[config.mk]
export PLATFORM = sky130hd
export DESIGN_NAME = decode_writeback
export DESIGN_NICKNAME = d
export VERILOG_FILES = /design/src/rtl/decode_writeback.sv
export SDC_FILE = /design/constraint.sdc
export NUM_CORES = 2
export LEC_CHECK = 0
export BUFFER_PORTS_ARGS = -buffer_cell sky130_fd_sc_hd__buf_2
export CORE_MARGIN = 2
export CORE_UTILIZATION = 32
export CTS_BUF_LIST = sky130_fd_sc_hd__clkbuf_4 sky130_fd_sc_hd__clkbuf_8
export DETAILED_ROUTE_END_ITERATION = 12
export MAX_ROUTING_LAYER = met4
export PLACE_DENSITY = 0.48
export SYNTH_ARGS = -nofsm -noshare
export SYNTH_HDL_FRONTEND = slang
export SYNTH_SLANG_ARGS = --single-unit
[constraint.sdc]
create_clock -name clk -period 3.9 [get_ports clk]
set_input_delay 0.78 -clock clk [delete_from_list [all_inputs] [get_ports clk]]
set_output_delay 0.78 -clock clk [all_outputs]
set_load 0.01 [all_outputs]
[src/rtl/decode_writeback.sv]
// ----------------------------------------------------------------------------
// decode_writeback
//
// SEQ-processor decode / write-back stage. It turns fetch's icode/rA/rB into
// resolved register IDs, reads two operands combinationally from a 15-entry
// register file, and commits execute's valE and memory's valM at the clock
// edge.
//
// Ports:
//   clk      system clock, all state updates on posedge
//   rst      synchronous active-high reset (clears every register)
//   icode    instruction code from fetch
//   rA, rB   register specifiers from fetch (15 = none)
//   cnd      condition flag from execute, gates the cmovXX destination
//   valE     ALU result to be written to dstE
//   valM     memory data to be written to dstM
//   wb_en    write-back enable
//   srcA/srcB/dstE/dstM  resolved register IDs (15 = none)
//   valA/valB            register file reads of srcA/srcB (ID 15 reads 0)
//   dbg_sel / dbg_val    debug read port (ID 15 reads 0)
// ----------------------------------------------------------------------------
module decode_writeback #(
    parameter int WIDTH  = 64,
    parameter int NREGS  = 15,
    parameter int RSP_ID = 4
) (
    input  logic             clk,
    input  logic             rst,
    input  logic [3:0]       icode,
    input  logic [3:0]       rA,
    input  logic [3:0]       rB,
    input  logic             cnd,
    input  logic [WIDTH-1:0] valE,
    input  logic [WIDTH-1:0] valM,
    input  logic             wb_en,
    output logic [3:0]       srcA,
    output logic [3:0]       srcB,
    output logic [3:0]       dstE,
    output logic [3:0]       dstM,
    output logic [WIDTH-1:0] valA,
    output logic [WIDTH-1:0] valB,
    input  logic [3:0]       dbg_sel,
    output logic [WIDTH-1:0] dbg_val
);

    localparam logic [3:0] RNONE = 4'hF;
    localparam logic [3:0] RSP   = 4'(RSP_ID);

    // Instruction codes
    localparam logic [3:0] I_RRMOVQ = 4'h2;
    localparam logic [3:0] I_IRMOVQ = 4'h3;
    localparam logic [3:0] I_RMMOVQ = 4'h4;
    localparam logic [3:0] I_MRMOVQ = 4'h5;
    localparam logic [3:0] I_OPQ    = 4'h6;
    localparam logic [3:0] I_CALL   = 4'h8;
    localparam logic [3:0] I_RET    = 4'h9;
    localparam logic [3:0] I_PUSHQ  = 4'hA;
    localparam logic [3:0] I_POPQ   = 4'hB;

    // ------------------------------------------------------------------
    // Register ID resolution
    // ------------------------------------------------------------------
    always_comb begin
        srcA = RNONE;
        srcB = RNONE;
        dstE = RNONE;
        dstM = RNONE;
        case (icode)
            I_RRMOVQ: begin
                srcA = rA;
                // cmovXX with a failed condition writes nothing
                dstE = cnd ? rB : RNONE;
            end
            I_IRMOVQ: begin
                dstE = rB;
            end
            I_RMMOVQ: begin
                srcA = rA;
                srcB = rB;
            end
            I_MRMOVQ: begin
                srcB = rB;
                dstM = rA;
            end
            I_OPQ: begin
                srcA = rA;
                srcB = rB;
                dstE = rB;
            end
            I_CALL: begin
                srcB = RSP;
                dstE = RSP;
            end
            I_RET: begin
                srcA = RSP;
                srcB = RSP;
                dstE = RSP;
            end
            I_PUSHQ: begin
                srcA = rA;
                srcB = RSP;
                dstE = RSP;
            end
            I_POPQ: begin
                srcA = RSP;
                srcB = RSP;
                dstE = RSP;
                dstM = rA;
            end
            default: ;
        endcase
    end

    // ------------------------------------------------------------------
    // Register file
    // ------------------------------------------------------------------
    logic [WIDTH-1:0] regs_q [NREGS];
    logic [WIDTH-1:0] regs_d [NREGS];
    // 16-entry view so every 4-bit ID has a defined read value; slot 15 is 0
    logic [WIDTH-1:0] rd_view [16];

    genvar gi;
    generate
        for (gi = 0; gi < NREGS; gi++) begin : g_next
            // dstM is checked first so popq %rsp keeps the popped value.
            // ID 15 never matches a register index, so those writes vanish.
            assign regs_d[gi] = !wb_en                ? regs_q[gi] :
                                (dstM == 4'(gi))      ? valM       :
                                (dstE == 4'(gi))      ? valE       :
                                                        regs_q[gi];
        end

        for (gi = 0; gi < 16; gi++) begin : g_view
            if (gi < NREGS) begin : g_real
                assign rd_view[gi] = regs_q[gi];
            end else begin : g_none
                assign rd_view[gi] = '0;
            end
        end
    endgenerate

    always_ff @(posedge clk) begin
        if (rst) begin
            for (int i = 0; i < NREGS; i++) begin
                regs_q[i] <= '0;
            end
        end else begin
            for (int i = 0; i < NREGS; i++) begin
                regs_q[i] <= regs_d[i];
            end
        end
    end

    // Reads see pre-edge contents; there is deliberately no write bypass.
    assign valA    = rd_view[srcA];
    assign valB    = rd_view[srcB];
    assign dbg_val = rd_view[dbg_sel];

endmodule
==> results by group <==
Status
  • Result of the run: complete, but fails checks
  • Violations in the final reports: negative setup slack

Power
  • Ratio of total power to cell area: 340 nW/µm²
  • Share of total power in the clock network: 43.0%
  • Share of total power consumed by net switching: 34.1%
  • Power consumption: 27.8 mW
  • Psw: 9.49 mW
  • VDD IR-drop max: 372 µV
  • Leak pwr: 27.7 nW
  • Cell Int Power: 18.4 mW
  • Proportion of power drawn by flip-flops and latches: 36.2%
  • Part of the power in combinational logic: 20.8%

Final layout
  • Highest-count cells in the layout ignoring fill and taps: dfxtp_1 (960), nor2_1 (753), a21oi_1 (728), nand2_1 (721), o221ai_1 (380)
  • Layout Cells excl Fill: 11400
  • Area growth from synthesis to layout: 20.0%
  • Post-route design area: 81900 µm²
  • Commonest non-fill, non-tap cell in the layout: dfxtp_1
  • Count of filler cells inserted in the layout: 21400
  • Layout cells sized above 1: 25.5%
  • Largest registers: regs_q x960
  • Largest Register: regs_q
  • Fraction of the core area covered by cells at the end of the flow: 38.6%
  • Largest register FFs: 960
  • Number of nets at the end of the flow: 8493

Floorplanning
  • Num rows: 169
  • Area of the core: 212000 µm²
  • Initial Util: 32.2%
  • Die area: 217000 µm²
  • Height of the die: 466 µm
  • Boundary pin count: 356
  • Width of the die: 466 µm

Routing
  • Routed vias: 84000
  • Via-to-Cell Ratio: 7.40
  • Violation count after the first detailed-routing iteration: 14700
  • Average wire per cell in the routed design: 39.8 µm
  • DRT Wirelength: 452000 µm
  • Antenna Nets Post-Route: 0
  • DRC Markers: 0
  • First drt pass iteration count: 10

Setup path
  • Crit path buf inv count: 5
  • Worst setup path endpoint: valA[2]
  • Critical-path cell with the highest stage delay: o41ai_2
  • CP max stage delay: 0.57 ns
  • Endpoint type of the worst setup path: primary output
  • Number of cells on the critical path: 10
  • Data required, critical path: 3.12 ns
  • Top Family by Delay on Critical Path: buffers and inverters
  • Crit-path max FO: 17
  • Cell-by-cell listing of the critical path: buf_2 > or2_4 > nand4_1 > buf_12 > buf_12 > a21oi_1 > a21boi_0 > o41ai_2 > buf_4 > buf_2
  • Worst R2R Setup Slack: 2.77 ns
  • Timing startpoint of the critical path: icode[1]
  • Data arrival time of the worst path: 3.24 ns
  • Worst R2R Start: regs_q[0][348]
  • Reg2Reg Depth: 3
  • Worst setup path category: in2out
  • Endpoint of the worst register-to-register path: regs_q[0][348]
  • CP startpoint kind: input pin

Timing
  • Slew Viols, Final: 0
  • Worst hold slack across all endpoints: 0.0914 ns
  • Number of hold violations in the final report: 0
  • Worst slew slack as a fraction of its limit: 12.7%
  • Peak Freq: 249 MHz
  • Setup skew after layout: 0 ns
  • Worst path setup slack after routing: -0.122 ns
  • Worst-margin pin slew: 1.31 ns
  • Crit share post-route: 103%
  • Final setup viols: 5
  • Post-route setup TNS: -0.177 ns
  • Minimum period implied by the final worst setup slack: 4.02 ns

Synth
  • Area share of the largest cell type after synthesis: 28.1%
  • Sequential element share of the synthesized area: 28.1%
  • Synthesized area divided by synthesized cell count: 8.22 µm²
  • Main flop type after synthesis: dfxtp_1
  • Post-Syn Instances: 8314
  • EDFF count, synth: 0
  • Biggest area contributors in the synthesized netlist: dfxtp_1 (28%), mux4_2 (8.4%), a21oi_1 (5.3%)
  • Synth Net Count: 8462
  • Post-synthesis instance area: 68300 µm²
  • Count of warnings emitted by yosys: 0
  • Asr flop ratio synth: 0%
  • Unique cell type count in the Yosys netlist: 94
  • #FFs+latches synth: 960
  • Area leader, netlist: dfxtp_1

Clocking
  • Clock edge transition at the registers on the reported setup and hold paths: 0.07 ns
  • Clock latency reported for the late side of the worst-skew pair: 1.02 ns
  • Max clock buf depth: 3
  • Number of buffers created by CTS: 189
  • Clock tree from TritonCTS: built
  • Count of hold buffers inserted by post-cts repair: 0
  • Clock root buffer master: clkbuf_8
  • CTS HTree Levels: 4
  • TritonCTS sink count: 960

Place
  • Total of buffers placed on input and output ports: 355
  • Detailed-placement wirelength estimate: 266000 µm
  • Placed cells: 11000
  • Placement-stage cell area: 76900 µm²
  • GP Congestion: 0.970
  • Worst setup timing slack at the placement stage: -0.465 ns

Global routing
  • Overall routing resource usage: 40.6%
  • Total congestion overflow: 0
  • Number of global-route vias before repair: 78600
  • First-pass GRT wire length: 619000 µm
  • Largest net degree at the start of global routing: 158
  • Initial antenna violation count: 46

Worst hold path
  • Worst Hold Class: in2reg

Flow run
  • Max_cap viols: 0
==> cell usage after synthesis (129+ instances only) <==
library cell and n:
a211oi_1 181, a21oi_1 729, a22oi_1 251, a31oi_1 279
buf_2 188, clkbuf_1 798, dfxtp_1 960, inv_1 293
mux4_2 256, nand2_1 729, nand4_1 132, nor2_1 757
o211ai_1 129, o21ai_0 210, o221a_2 307, o221ai_1 383
o22ai_1 156, o311ai_0 252
==> how the worst min path moves through the flow <==
stage / endpoint / startpoint / cells past startpoint
global placement: regs_q[0][318] / regs_q[0][318] / 2
finish: regs_q[0][459] / valE[11] / 3
global route: regs_q[0][459] / valE[11] / 3
CTS: regs_q[0][459] / valE[11] / 3
detailed placement: regs_q[0][318] / regs_q[0][318] / 2
floorplan: regs_q[0][318] / regs_q[0][318] / 2
==> power groups by stage <==
stage / clock network [mW] / registers, mW / logic (mW)
global placement: 0 / 10.3 / 5.36
floorplan: 0 / 10.2 / 2.68
detailed placement: 0 / 10.3 / 5.38
CTS: 12.0 / 10.1 / 5.44
global route: 12.4 / 10.1 / 5.82
finish: 12.0 / 10.1 / 5.78
==> worst register-to-register path: stages, from the launching register on <==
cell and delay, ns:
dfxtp_1 0.45, nor2_1 0.08, mux2_4 0.28, nor4_2 0.23
==> routing by layer <==
metal | global-route usage [%] | up-vias | part of all wire (%)
li1 | - | 33000 | -
met1 | 48.9 | 40700 | 37
met2 | 57.6 | 8072 | 42
met3 | 12.8 | 2190 | 13
met4 | 27.4 | 0 | 8.1
met5 | - | - | 0
==> repair_timing <==
action / in CTS / in global routing
gates resized for setup: 38 / 56
gates cloned: 0 / 3
setup buffers: 9 / 5
pin swaps: 4 / 11
setup endpoints to repair: 106 / 89
==> area by class of cell <==
| class | instances | area, µm² | share of cell area [%] |
|---|---|---|---|
| clock inverter | 28 | 362 | 0.441 |
| sequential | 960 | 19200 | 23.5 |
| multi-input combinational | 5936 | 44200 | 53.9 |
| inverter | 298 | 1170 | 1.42 |
| clock buffer | 313 | 3910 | 4.77 |
| tap | 2821 | 3530 | 4.31 |
| timing repair buffer | 960 | 9490 | 11.6 |
| antenna | 40 | 100 | 0.122 |
==> kinds of logic after synthesis <==
group / synth area share, %
mux: 10.8
buf+inv: 8.44
compound gates: 40.8
simple gates: 11.8
flops: 28.1
No activity file was read; power rests on OpenSTA's default activity.
